[config.mk]
export PLATFORM = sky130hd
export DESIGN_NAME = life_pixel_render
export DESIGN_NICKNAME = d
export VERILOG_FILES = /design/src/rtl/life_pkg.sv /design/src/rtl/sync_delay.sv /design/src/rtl/life_pixel_render.sv
export SDC_FILE = /design/constraint.sdc
export NUM_CORES = 1
export LEC_CHECK = 0
export BUFFER_PORTS_ARGS = -buffer_cell sky130_fd_sc_hd__buf_2
export CORE_ASPECT_RATIO = 0.8
export CORE_MARGIN = 4
export CORE_UTILIZATION = 30
export DETAILED_ROUTE_END_ITERATION = 7
export PLACE_DENSITY = 0.61
export SETUP_SLACK_MARGIN = 0.4
export SLEW_MARGIN = 20
export SYNTH_ARGS = -nofsm -noshare
export SYNTH_HDL_FRONTEND = slang
export SYNTH_SLANG_ARGS = --single-unit
[constraint.sdc]
create_clock -name i_clk -period 1 [get_ports i_clk]
set_clock_uncertainty 0.05 [all_clocks]
set_input_delay 0.1 -clock i_clk [delete_from_list [all_inputs] [get_ports i_clk]]
set_output_delay 0.1 -clock i_clk [all_outputs]
set_load 0.005 [all_outputs]
[src/rtl/life_pkg.sv]
// Shared constants and types for the Game-of-Life pixel renderer.
// COLOR_GRID exists only when LIFE_GRID_LINES_EN is defined.
package life_pkg;

   localparam int unsigned CELL_SHIFT = 3;
   localparam int unsigned COLS       = 60;
   localparam int unsigned ROWS       = 34;
   localparam int unsigned ADDR_W     = 12;
   localparam int unsigned BUF1_BASE  = 2048;
   localparam int unsigned PIX_W      = 9;
   localparam int unsigned RGB_W      = 16;
   localparam int unsigned CELL_IDX_W = $clog2((COLS > ROWS) ? COLS : ROWS);
   localparam int unsigned ROW_OFS_W  = 11;

   localparam logic [RGB_W-1:0] COLOR_ALIVE = 16'hFFE0;
   localparam logic [RGB_W-1:0] COLOR_DEAD  = 16'h0000;
`ifdef LIFE_GRID_LINES_EN
   localparam logic [RGB_W-1:0] COLOR_GRID  = 16'h2104;
`endif

   typedef enum logic {
      ST_IDLE  = 1'b0,
      ST_ARMED = 1'b1
   } swap_state_e;

   typedef struct packed {
      logic de;
      logic hsync;
      logic vsync;
   } timing_t;

   localparam timing_t TIMING_RST = '{de: 1'b0, hsync: 1'b1, vsync: 1'b1};

endpackage

[src/rtl/sync_delay.sv]
// N-stage shift register with a per-bit reset value, used to delay-match
// timing signals to the pixel pipeline.
module sync_delay #(
   parameter int unsigned   W       = 1,
   parameter int unsigned   N       = 1,
   parameter logic [W-1:0]  RST_VAL = '0
) (
   input  logic         i_clk,
   input  logic         i_rst,
   input  logic [W-1:0] i_d,
   output logic [W-1:0] o_q
);

   logic [W-1:0] r_sr [N];

   always_ff @(posedge i_clk or posedge i_rst) begin
      if (i_rst) begin
         for (int i = 0; i < int'(N); i++) r_sr[i] <= RST_VAL;
      end else begin
         r_sr[0] <= i_d;
         for (int i = 1; i < int'(N); i++) r_sr[i] <= r_sr[i-1];
      end
   end

   assign o_q = r_sr[N-1];

endmodule

[src/rtl/life_pixel_render.sv]
// Game-of-Life pixel renderer: maps LCD pixels to cells in a double-buffered
// cell RAM, emits RGB565 with 2-cycle aligned timing. Optional: LIFE_GRID_LINES_EN.
module life_pixel_render
   import life_pkg::*;
(
   input  logic              i_clk,
   input  logic              i_rst,
   input  logic              i_de,
   input  logic              i_hsync,
   input  logic              i_vsync,
   input  logic [PIX_W-1:0]  i_x,
   input  logic [PIX_W-1:0]  i_y,
   output logic [ADDR_W-1:0] o_ram_addr,
   input  logic              i_ram_data,
   input  logic              i_swap_req,
   output logic              o_swap_ack,
   output logic              o_buf_sel,
   output logic              o_frame_pulse,
   output logic [RGB_W-1:0]  o_rgb,
   output logic              o_de,
   output logic              o_hsync,
   output logic              o_vsync
);

   timing_t                 w_tim_in, w_tim_s0, w_tim_s1;
   logic [CELL_IDX_W-1:0]   w_x_cell, w_y_cell;
   logic [ROW_OFS_W-1:0]    w_cell_ofs;
   logic [ADDR_W-1:0]       w_base, w_addr;
   logic [ADDR_W-1:0]       r_ram_addr;
   logic [RGB_W-1:0]        w_pix, r_rgb;
   logic                    w_frame_start, w_swap;
   logic                    r_vsync_prev, r_frame_pulse, r_swap_ack, r_buf_sel;
   swap_state_e             r_state, w_state_nxt;

   // Stage 0: cell address from the current pixel position
   assign w_tim_in   = '{de: i_de, hsync: i_hsync, vsync: i_vsync};
   assign w_x_cell   = CELL_IDX_W'(i_x >> CELL_SHIFT);
   assign w_y_cell   = CELL_IDX_W'(i_y >> CELL_SHIFT);
   assign w_cell_ofs = ROW_OFS_W'(w_y_cell) * ROW_OFS_W'(COLS) + ROW_OFS_W'(w_x_cell);
   assign w_base     = r_buf_sel ? ADDR_W'(BUF1_BASE) : '0;
   assign w_addr     = w_base + ADDR_W'(w_cell_ofs);

   always_ff @(posedge i_clk or posedge i_rst) begin
      if (i_rst) r_ram_addr <= '0;
      else       r_ram_addr <= i_de ? w_addr : w_base;
   end

   sync_delay #(.W($bits(timing_t)), .N(1), .RST_VAL(TIMING_RST)) u_tim_s0 (
      .i_clk (i_clk),
      .i_rst (i_rst),
      .i_d   (w_tim_in),
      .o_q   (w_tim_s0)
   );

   sync_delay #(.W($bits(timing_t)), .N(1), .RST_VAL(TIMING_RST)) u_tim_s1 (
      .i_clk (i_clk),
      .i_rst (i_rst),
      .i_d   (w_tim_s0),
      .o_q   (w_tim_s1)
   );

   // Stage 1: colour from the cell bit returned for the stage-0 address
`ifdef LIFE_GRID_LINES_EN
   logic w_grid_in, w_grid_s0;

   assign w_grid_in = (i_x[CELL_SHIFT-1:0] == '0) || (i_y[CELL_SHIFT-1:0] == '0);

   sync_delay #(.W(1), .N(1), .RST_VAL(1'b0)) u_grid_s0 (
      .i_clk (i_clk),
      .i_rst (i_rst),
      .i_d   (w_grid_in),
      .o_q   (w_grid_s0)
   );

   always_comb begin
      w_pix = '0;
      if (w_tim_s0.de) w_pix = w_grid_s0 ? COLOR_GRID : (i_ram_data ? COLOR_ALIVE : COLOR_DEAD);
   end
`else
   logic w_unused_lsb;
   assign w_unused_lsb = ^{i_x[CELL_SHIFT-1:0], i_y[CELL_SHIFT-1:0]};

   always_comb begin
      w_pix = '0;
      if (w_tim_s0.de) w_pix = i_ram_data ? COLOR_ALIVE : COLOR_DEAD;
   end
`endif

   always_ff @(posedge i_clk or posedge i_rst) begin
      if (i_rst) r_rgb <= '0;
      else       r_rgb <= w_pix;
   end

   // Frame start is the vsync falling edge; swaps happen only there
   assign w_frame_start = !i_vsync && r_vsync_prev;

   always_ff @(posedge i_clk or posedge i_rst) begin
      if (i_rst) r_state <= ST_ARMED;
      else       r_state <= w_state_nxt;
   end

   always_comb begin
      w_state_nxt = r_state;
      w_swap      = 1'b0;
      case (r_state)
         ST_ARMED: begin
            if (w_frame_start && i_swap_req) begin
               w_swap      = 1'b1;
               w_state_nxt = ST_IDLE;
            end
         end
         ST_IDLE: begin
            if (!i_swap_req) w_state_nxt = ST_ARMED;
         end
         default: w_state_nxt = ST_ARMED;
      endcase
   end

   always_ff @(posedge i_clk or posedge i_rst) begin
      if (i_rst) begin
         r_vsync_prev  <= 1'b1;
         r_frame_pulse <= 1'b0;
         r_swap_ack    <= 1'b0;
         r_buf_sel     <= 1'b0;
      end else begin
         r_vsync_prev  <= i_vsync;
         r_frame_pulse <= w_frame_start;
         r_swap_ack    <= w_swap;
         if (w_swap) r_buf_sel <= ~r_buf_sel;
      end
   end

   assign o_ram_addr    = r_ram_addr;
   assign o_rgb         = r_rgb;
   assign o_de          = w_tim_s1.de;
   assign o_hsync       = w_tim_s1.hsync;
   assign o_vsync       = w_tim_s1.vsync;
   assign o_frame_pulse = r_frame_pulse;
   assign o_swap_ack    = r_swap_ack;
   assign o_buf_sel     = r_buf_sel;

endmodule

==> results of run 1 <==
[sequential cells by signal, indices dropped and copies added, names as in the netlist]
signal and flops:
o_rgb 1, u_tim_s0.o_q 3, o_frame_pulse 1, o_ram_addr 12
o_swap_ack 1, u_tim_s1.o_q 3, r_state 1, o_buf_sel 1
[what timing repair did]
item,in CTS,in global routing
gates resized for setup,26,13
pin swaps,13,6
endpoints found under the setup margin,45,46
setup buffers,4,2
endpoints found under the hold margin,23,24
[layout by cell type (no fill, tap or decap), drive strengths merged, types with 2 or more instances in the layout]
| cell | count |
|---|---|
| or2 | 4 |
| conb | 5 |
| dfstp | 5 |
| fa | 10 |
| xor2 | 5 |
| nor2 | 6 |
| inv | 27 |
| o21ai | 2 |
| buf | 90 |
| and3 | 2 |
| ha | 15 |
| and2 | 6 |
| nor2b | 5 |
| nor4 | 2 |
| a21oi | 4 |
| dfrtp | 18 |
| xnor2 | 4 |
| clkbuf | 4 |
| nor3 | 5 |
[path summary, 6_finish.rpt]
path,startpoint,to,slack (ns),cells after the start
max,i_y[3],o_ram_addr[10]$_DFF_PP0_,-1.74,11
min,i_rst,o_ram_addr[11]$_DFF_PP0_,-0.18,3
max reg2reg,u_tim_s0.o_q[0]$_DFF_PP1_,o_buf_sel$_DFFE_PP0P_,-0.12,3
min reg2reg,u_tim_s0.o_q[1]$_DFF_PP1_,u_tim_s1.o_q[1]$_DFF_PP1_,0.31,0
max in group asynchronous,i_rst,u_tim_s1.o_q[1]$_DFF_PP1_,0.80,3
min in group i_clk,i_vsync,u_tim_s0.o_q[0]$_DFF_PP1_,-0.09,1
[metrics by stage]
| stage | total power, W | TNS, ns | util [%] | cells | setup slack, ns |
|---|---|---|---|---|---|
| after floorplan | 0.002627 | -10.59 | - | 160 | -1.798 |
| after global placement | 0.003425 | -12.68 | 43.36 | 291 | -1.999 |
| after detailed placement | 0.003462 | -12.90 | 43.36 | 291 | -2.062 |
| after CTS | 0.004285 | -11.40 | 47.46 | 299 | -1.751 |
| after global routing | 0.004722 | -12.34 | 49.40 | 302 | -1.846 |
| final | 0.004346 | -11.20 | 49.40 | 302 | -1.744 |
[critical path, stage by stage]
cell and delay, ns:
buf_6 0.10, fa_1 0.54, inv_1 0.05, fa_1 0.51, inv_1 0.05, ha_1 0.26, a211o_1 0.33, and2_4 0.18
or2_4 0.25, nor4_4 0.29, mux2i_1 0.20
[power by group]
group          switching [W]  internal, W  leakage, nW  total, W
registers          0.0000573      0.00111        0.279   0.00117
clock network       0.000273     0.000283       0.0228  0.000556
logic                0.00117      0.00146        0.986   0.00262
total                0.00150      0.00285         1.29   0.00435
[layer usage]
layer	vias up	global-route usage, %	wire (um)
li1	652	-	-
met1	628	14.63	1631
met2	34	18.35	1661
met3	2	3.438	190
met4	0	1.505	12
met5	-	0	0
[cell usage after synthesis (all sizes together), types with 2 or more instances]
master / count
inv: 28
a21oi: 4
fa: 10
nor2: 6
nor3: 5
xor2: 5
nor4: 2
and2: 6
o21ai: 2
ha: 15
dfstp: 5
and3: 2
dfrtp: 18
buf: 15
or2: 4
xnor2: 4
nor2b: 5
[kinds of logic (layout without fill, tap and decap cells)]
kind of cell	after synthesis	count (layout)	synth area share [%]
fa+ha+maj	25	25	23.34
simple gates	34	34	13.25
compound gates	19	19	9.490
flops	23	23	35.02
mux	1	1	0.6024
other cells	1	5	0.2257
buf+inv	44	124	13.33
xor+xnor	9	9	4.744
[area by class of cell]
type / instances / area (um^2) / area share (%)
Clock buffer: 4 / 45.04 / 1.760
Inverter: 29 / 112.6 / 4.401
Multi-Input combinational cell: 93 / 1047 / 40.93
Sequential cell: 23 / 583.1 / 22.79
Tap cell: 62 / 77.57 / 3.032
Timing Repair Buffer: 91 / 693.2 / 27.09
==> impl_metrics.py, run 1 <==
metrics = {
    "global_route": {
        "overflow": 0,
        "track_usage_pct": 11.02,
        "antenna_found_initial": 0,
        "grt_max_degree": 24,
        "first_global_vias": 1334,
        "grt_pass1_wl_um": 6016,
    },
    "die": {
        "die_y_um": 74.57,
        "die_x_um": 91.21,
        "die-area_um2": 6801,
        "ios": 59,
        "core_area_um2": 5180,
        "rows": 23,
        "initial_core_util_pct": 32.08,
    },
    "power": {
        "powerDensity_nw_per_um2": 1698,
        "irDropWorstVdd_mv": 0.5319,
        "power.leakage_nw": 1.288,
    },
    "route": {
        "num_vias": 1316,
        "drc": 0,
        "vias_per_cell": 4.358,
        "wl_um": 3495,
        "detail-route-antenna-nets": 0,
        "wire_per_inst_um": 11.57,
        "first_pass_iters": 3,
        "first_iter_violations": 12,
    },
    "placed_design": {
        "gp_congestion": 0.7362,
        "placed_area_um2": 2246,
        "port_buffers": 47,
        "hpwl_um": 2844,
    },
    "synthesis": {
        "netlist_instances": 156,
        "synth.area.top_cells": "dfrtp_1 (27%), fa_1 (12%), ha_1 (11%), dfstp_2 (7.9%), buf_4 (6.8%)",
        "ys_ff_latch": 23,
        "synth_top_area_share_pct": 27.11,
        "synthDistinctLibCells": 43,
        "syn_avg_cell_area_um2": 10.65,
        "synth_edf_count": 0,
        "syn-cell-area_um2": 1662,
        "synth_top_area_cell": "dfrtp_1",
        "yosys_warnings": 0,
        "synth-seq-area-share_pct": 35.02,
        "ys_async_sr_fraction_pct": 100.0,
        "synthFlopType": "dfrtp_1",
    },
    "critical_path": {
        "crit_path_max_fanout": 4,
        "path_class": "in -> reg",
        "crit_path_start_kind": "input port",
        "critPathRequiredTime_ns": 1.14,
        "crit_path_end_kind": "flip-flop",
        "arrival_ns": 2.88,
    },
    "sta": {
        "fin_crit_sh_pct": 274.4,
        "fin_crit_ns": 2.744,
        "drv_slew": 0,
        "setup_violations": 21,
        "hold_slack_ns": -0.1809,
        "fmax_mhz": 364.5,
        "hold_viol_final": 22,
        "rsz0062_at_grt": "true",
        "fin_ws_ns": -1.744,
    },
    "finish": {
        "design_area_um2": 2559,
        "fin_nets": 291,
        "area_growth_pct": 53.99,
        "drive_gt1_share_pct": 53.75,
        "n_antenna_cell": 0,
        "fillCellCount": 491,
    },
    "clock_network": {
        "cts_tree": "built",
        "cts-root-buf": "clkbuf_8",
        "cts_sinks": 23,
        "clk_pin_slew_ns": 0.08,
        "htreeDepth": 1,
        "clk_path_buf_depth": 2,
        "clkLatencyLatePin_ns": 0.26,
        "numCtsBuffers": 3,
    },
    "worst_hold_path": {
        "hold_path_class": "in -> async",
    },
    "status": {
        "violations": "hold timing, setup timing",
        "status": "finished with violations",
    },
    "job": {
        "max-cap-violations": 0,
    },
}
Power figures use the tool's default switching activity.
==> run 2, diff against run 1 <==
--- a/config.mk
+++ b/config.mk
@@ -8,9 +8,9 @@
 export BUFFER_PORTS_ARGS = -buffer_cell sky130_fd_sc_hd__buf_2
 export CORE_ASPECT_RATIO = 0.8
 export CORE_MARGIN = 4
-export CORE_UTILIZATION = 30
+export CORE_UTILIZATION = 45
 export DETAILED_ROUTE_END_ITERATION = 7
-export PLACE_DENSITY = 0.61
+export PLACE_DENSITY = 0.82
 export SETUP_SLACK_MARGIN = 0.4
 export SLEW_MARGIN = 20
 export SYNTH_ARGS = -nofsm -noshare
==> impl_metrics.py, run 2 (same netlist as run 1, synthesis figures left out) <==
metrics = {
    "status": {
        "status": "finished with violations",
        "violations": "hold timing, setup timing",
    },
    "finish": {
        "design_area_um2": 2649,
        "fillCellCount": 193,
        "final_cell_mix": "buf_2 (32), buf_4 (32), buf_6 (29), inv_1 (23), dfrtp_1 (17)",
        "n_antenna_cell": 0,
        "fin_nets": 295,
        "multi_input_area_um2": 1094,
        "area_growth_pct": 59.41,
        "largest_reg_flops": 12,
        "drive_gt1_share_pct": 58.61,
        "seq_area_um2": 583.1,
        "fin_util_pct": 75.80,
    },
    "route": {
        "wl_um": 4815,
        "num_vias": 1429,
        "wl_met3_um": 193,
        "vias_per_cell": 4.997,
        "first_pass_iters": 4,
        "drc": 0,
        "routed-wl-met2_um": 2714,
        "highest-signal-layer": "met4",
        "wire_per_inst_um": 16.84,
        "detail-route-antenna-nets": 0,
        "first_iter_violations": 72,
        "wl_met1_um": 1762,
    },
    "sta": {
        "drv_slew": 0,
        "fin_ws_ns": -1.886,
        "tns_ns": -12.42,
        "hold_viol_final": 9,
        "fin_crit_sh_pct": 288.6,
        "hold_slack_ns": -0.2536,
        "setup_violations": 24,
        "fin_crit_ns": 2.886,
        "rsz0062_at_grt": "true",
        "fmax_mhz": 346.5,
    },
    "clock_network": {
        "cts_sinks": 23,
        "htreeDepth": 1,
        "cts-root-buf": "clkbuf_8",
        "clk_path_buf_depth": 2,
        "cts_tree": "built",
        "clk_pin_slew_ns": 0.07,
        "numCtsBuffers": 3,
        "clkLatencyLatePin_ns": 0.26,
    },
    "power": {
        "seq_power_share_pct": 24.7,
        "p_int_w": 0.002995,
        "pwr-share-comb_pct": 63.8,
        "powerDensity_nw_per_um2": 1798,
        "clkPwrFrac_pct": 11.5,
        "irDropWorstVdd_mv": 0.8967,
        "power.leakage_nw": 1.329,
        "swShare_pct": 37.12,
        "switchingPower_w": 0.001768,
    },
    "die": {
        "initial_core_util_pct": 47.55,
        "die_y_um": 62.35,
        "die-area_um2": 4735,
        "rows": 19,
        "die_x_um": 75.94,
        "core_area_um2": 3495,
        "ios": 59,
    },
    "global_route": {
        "track_usage_pct": 17.47,
        "antenna_found_initial": 0,
        "overflow": 0,
        "first_global_vias": 1470,
        "grt_max_degree": 17,
        "grt_pass1_wl_um": 6837,
    },
    "placed_design": {
        "dpl_worst_slack_ns": -2.066,
        "gp_congestion": 0.7645,
        "port_buffers": 47,
        "hpwl_um": 2930,
        "placed_area_um2": 2226,
    },
    "critical_path": {
        "crit_family": "adder cells",
        "arrival_ns": 3.02,
        "crit_path_start_kind": "input port",
        "critPathBufInv": 3,
        "max_stage_delay_ns": 0.57,
        "path_class": "in -> reg",
        "crit_path_max_fanout": 4,
        "crit_path_end_kind": "flip-flop",
        "critical_path.slowest_cell": "fa_1",
        "worstPathCellList": "buf_8 > fa_1 > inv_1 > fa_2 > inv_2 > ha_4 > a211o_4 > a2111oi_4 > nor3_4 > nor4_4 > mux2i_1",
        "critPathRequiredTime_ns": 1.14,
    },
    "job": {
        "max-cap-violations": 0,
    },
    "worst_hold_path": {
        "hold_path_class": "in -> async",
    },
}
-- run 2: area by class of cell --
| cell class | count | area share [%] |
|---|---|---|
| tap | 42 | 1.984 |
| sequential | 23 | 22.01 |
| clock buffer | 4 | 1.701 |
| multi-input combinational | 93 | 41.28 |
| inverter | 29 | 4.251 |
| timing repair buffer | 95 | 28.77 |
-- run 2: power groups by stage --
stage	Clock, W	Sequential [W]	Combinational (W)
2_1_floorplan	0	0.00121	0.00142
4_1_cts	0.000551	0.00116	0.00257
6_report	0.000548	0.00118	0.00304
5_1_grt	0.000608	0.00119	0.00327
3_3_place_gp	0	0.00118	0.00223
3_5_place_dp	0	0.00118	0.00231
-- run 2: worst paths after layout --
check / startpoint / to / slack (ns) / cells past startpoint
worst max-delay path: i_y[3] / o_ram_addr[10]$_DFF_PP0_ / -1.89 / 11
min in group i_clk: i_hsync / u_tim_s0.o_q[1]$_DFF_PP1_ / -0.11 / 1
worst max register to register: u_tim_s0.o_q[0]$_DFF_PP1_ / o_buf_sel$_DFFE_PP0P_ / -0.22 / 3
worst min-delay path: i_rst / u_tim_s1.o_q[2]$_DFF_PP0_ / -0.25 / 2
max in group asynchronous: i_rst / r_state$_DFF_PP1_ / 0.68 / 3
worst min register to register: u_tim_s0.o_q[1]$_DFF_PP1_ / u_tim_s1.o_q[1]$_DFF_PP1_ / 0.31 / 0
-- run 2: per-stage QoR --
step	total power [W]	std cells	hold slack (ns)
finish	0.004763	286	-0.2536
global route	0.005065	286	-0.2439
CTS	0.004273	280	-0.2596
detailed placement	0.003493	270	0.01772
global placement	0.003404	270	0.01783
floorplan	0.002627	160	0.04815
-- run 2: repair_timing --
| item | in CTS | in global routing |
|---|---|---|
| setup buffers | 6 | 6 |
| resized for setup | 25 | 31 |
| endpoints found under the setup margin | 45 | 45 |
| endpoints found under the hold margin | 9 | 10 |
| pin swaps | 14 | 14 |
| cloned | 0 | 0 |
-- run 2: metal layers --
metal / GRT usage [%] / vias to the layer above
met2: 34.62 / 48
li1: - / 664
met1: 19.28 / 705
met3: 2.746 / 12
met4: 3.556 / 0
met5: 0 / -
==> run 3, diff against run 2 <==
--- a/config.mk
+++ b/config.mk
@@ -6,13 +6,17 @@
 export NUM_CORES = 1
 export LEC_CHECK = 0
 export BUFFER_PORTS_ARGS = -buffer_cell sky130_fd_sc_hd__buf_2
+export CELL_PAD_IN_SITES_DETAIL_PLACEMENT = 1
+export CELL_PAD_IN_SITES_GLOBAL_PLACEMENT = 1
 export CORE_ASPECT_RATIO = 0.8
 export CORE_MARGIN = 4
-export CORE_UTILIZATION = 45
+export CORE_UTILIZATION = 34
 export DETAILED_ROUTE_END_ITERATION = 7
+export MAX_ROUTING_LAYER = met4
 export PLACE_DENSITY = 0.82
 export SETUP_SLACK_MARGIN = 0.4
 export SLEW_MARGIN = 20
 export SYNTH_ARGS = -nofsm -noshare
 export SYNTH_HDL_FRONTEND = slang
+export SYNTH_HIERARCHICAL = 1
 export SYNTH_SLANG_ARGS = --single-unit
==> impl_metrics.py, run 3 <==
metrics = {
    "critical_path": {
        "worstPathCellList": "buf_8 > fa_1 > inv_1 > fa_1 > fa_1 > inv_2 > ha_4 > o21a_1 > o21ai_2 > nor4b_2 > mux2i_1",
        "reg2reg_slack_ns": -0.20,
        "arrival_ns": 2.87,
        "path_common_cell": "fa_1",
        "crit_path_max_fanout": 4,
        "crit_path_start_kind": "input port",
        "r2r_start": "r_vsync_prev$_DFF_PP1_",
        "max_stage_delay_ns": 0.58,
        "reg2regPathDepth": 3,
        "r2r-end": "o_buf_sel$_DFFE_PP0P_",
        "crit_path_end_kind": "flip-flop",
        "critPathRequiredTime_ns": 1.15,
        "path_class": "in -> reg",
        "critical_path.slowest_cell": "fa_1",
    },
    "finish": {
        "seq_area_um2": 609.3,
        "largest_reg_flops": 12,
        "fillCellCount": 514,
        "n_antenna_cell": 0,
        "drive_gt1_share_pct": 55.42,
        "final_cell_mix": "buf_2 (32), buf_4 (31), inv_1 (24), buf_6 (24), dfrtp_1 (17)",
        "area_growth_pct": 58.57,
        "final_common_cell": "buf_2",
        "multi_input_area_um2": 1013,
        "fin_nets": 291,
        "design_area_um2": 2629,
    },
    "synthesis": {
        "synthTopCellsByCount": "inv_1 (29), dfrtp_1 (18), buf_4 (15), ha_1 (15), fa_1 (10)",
        "syn_avg_cell_area_um2": 10.63,
        "synth_top_area_cell": "dfrtp_1",
        "yosys_warnings": 6,
        "synth_top_area_share_pct": 27.17,
        "netlist_instances": 156,
        "synth_edf_count": 0,
        "synth-seq-area-share_pct": 36.68,
        "synth.area.top_cells": "dfrtp_1 (27%), fa_1 (12%), ha_1 (11%), dfstp_2 (9.5%), buf_4 (6.8%)",
        "ys_async_sr_fraction_pct": 100.0,
        "ys_ff_latch": 24,
        "synthFlopType": "dfrtp_1",
        "syn-cell-area_um2": 1658,
        "synthDistinctLibCells": 36,
        "synth_most_common_cell": "inv_1",
    },
    "die": {
        "die-area_um2": 6064,
        "die_y_um": 70.46,
        "core_area_um2": 4652,
        "die_x_um": 86.07,
        "initial_core_util_pct": 35.64,
        "ios": 59,
        "rows": 22,
    },
    "sta": {
        "hold_viol_final": 3,
        "fmax_mhz": 367.0,
        "rsz0062_at_grt": "true",
        "drv_slew": 0,
        "hold_slack_ns": -0.08591,
        "fin_crit_ns": 2.725,
        "fin_crit_sh_pct": 272.5,
        "fin_ws_ns": -1.725,
        "setup_violations": 23,
    },
    "worst_hold_path": {
        "hold_start": "i_vsync",
        "whs_path_depth": 1,
        "hold_path_class": "in -> reg",
        "hold_end": "r_vsync_prev$_DFF_PP1_",
    },
    "global_route": {
        "overflow": 0,
        "grt_max_degree": 16,
        "grt_pass1_wl_um": 6824,
        "track_usage_pct": 14.81,
        "antenna_found_initial": 0,
        "first_global_vias": 1459,
    },
    "power": {
        "irDropWorstVdd_mv": 0.6798,
        "powerDensity_nw_per_um2": 1698,
        "power.leakage_nw": 1.309,
    },
    "job": {
        "max-cap-violations": 0,
    },
    "clock_network": {
        "clkLatencyLatePin_ns": 0.27,
        "clk_path_buf_depth": 2,
        "clk_pin_slew_ns": 0.09,
        "numCtsBuffers": 3,
        "cts-root-buf": "clkbuf_8",
        "cts_sinks": 24,
        "cts_tree": "built",
        "htreeDepth": 1,
    },
    "route": {
        "wire_per_inst_um": 15.08,
        "routed-wl-met2_um": 2569,
        "wl_um": 4525,
        "first_pass_iters": 2,
        "num_vias": 1352,
        "wl_met1_um": 1696,
        "first_iter_violations": 19,
        "detail-route-antenna-nets": 0,
        "drc": 0,
        "wl_met3_um": 193,
        "highest-signal-layer": "met4",
        "vias_per_cell": 4.507,
    },
    "placed_design": {
        "port_buffers": 47,
        "gp_congestion": 0.7656,
        "placed_area_um2": 2191,
        "hpwl_um": 3293,
    },
    "status": {
        "status": "finished with violations",
        "violations": "hold timing, setup timing",
    },
}
## run 3: changes by cell type in the layout (fill, tap and decap cells not counted), moves of 2 or more
| cell | change |
|---|---|
| buf_6 | -5 |
| nor2_1 | -3 |
| nor2_2 | +3 |
| a211oi_1 | +2 |
| dlygate4sd3_1 | +2 |
| o21ai_1 | +2 |
| o21ai_2 | +2 |
| or2_4 | -2 |
| or3_1 | +2 |
| xor2_1 | -2 |
## run 3: critical path, delay by kind of cell
kind	cells	cell delay, ns
adders and majority gates	4	1.83
and+or+nand+nor	1	0.27
AOI/OAI and AO/OA	2	0.24
buffers and inverters	3	0.22
muxes	1	0.21
## run 3: worst max-delay path by stage
stage                start                        to  slack [ns]  depth (start not counted)
floorplan           i_y[7]  o_ram_addr[10]$_DFF_PP0_       -1.71                         10
global placement    i_y[3]  o_ram_addr[10]$_DFF_PP0_       -1.91                         11
detailed placement  i_y[3]  o_ram_addr[10]$_DFF_PP0_       -2.02                         11
CTS                 i_y[3]  o_ram_addr[10]$_DFF_PP0_       -1.64                         11
global route        i_y[3]  o_ram_addr[10]$_DFF_PP0_       -1.82                         11
finish              i_y[3]  o_ram_addr[10]$_DFF_PP0_       -1.72                         11
## run 3: kinds of logic after synthesis
logic type	share of synthesized area [%]
XOR/XNOR	6.416
flip-flops	36.68
other	0.2262
buffers and inverters	13.58
multiplexers	0.6038
AND/OR/NAND/NOR	10.49
adder cells (fa/ha/maj)	23.40
AO/OA/AOI/OAI	8.604
## run 3: final cells by class
| cell class | instances | area share [%] |
|---|---|---|
| timing repair buffer | 92 | 28.27 |
| inverter | 29 | 4.426 |
| clock buffer | 3 | 1.571 |
| clock inverter | 1 | 1.142 |
| sequential | 24 | 23.18 |
| tap | 60 | 2.856 |
| multi-input combinational | 91 | 38.55 |
## run 3: per-layer routing
metal	vias up	GRT usage, %
li1	648	-
met3	6	1.415
met5	-	-
met1	658	15.85
met4	0	4.745
met2	40	28.23
## run 3: where the power goes
group / switching (W) / leakage [nW] / internal [W]
logic: 0.00115 / 0.984 / 0.00124
clock network: 0.000327 / 0.0357 / 0.000536
registers: 0.0000616 / 0.289 / 0.00115
## run 3: timing repair
action / in CTS / in global routing
buffers inserted: 6 / 6
setup endpoints to repair: 45 / 61
pin swaps: 4 / 8
hold buffers: 2 / 1
gates cloned: 0 / 1
hold endpoints to repair: 28 / 26
gates resized for setup: 29 / 19
## run 3: metrics by stage
| stage | cells | worst slack [ns] | power [W] | util (%) | TNS [ns] |
|---|---|---|---|---|---|
| finish | 300 | -1.725 | 0.004464 | 56.51 | -11.99 |
| global route | 300 | -1.816 | 0.004823 | 56.51 | -13.28 |
| CTS | 293 | -1.640 | 0.004307 | 53.12 | -11.22 |
| detailed placement | 281 | -2.025 | 0.003172 | 47.10 | -12.91 |
| global placement | 281 | -1.911 | 0.003064 | 47.10 | -12.32 |
| floorplan | 160 | -1.714 | 0.002452 | - | -10.44 |
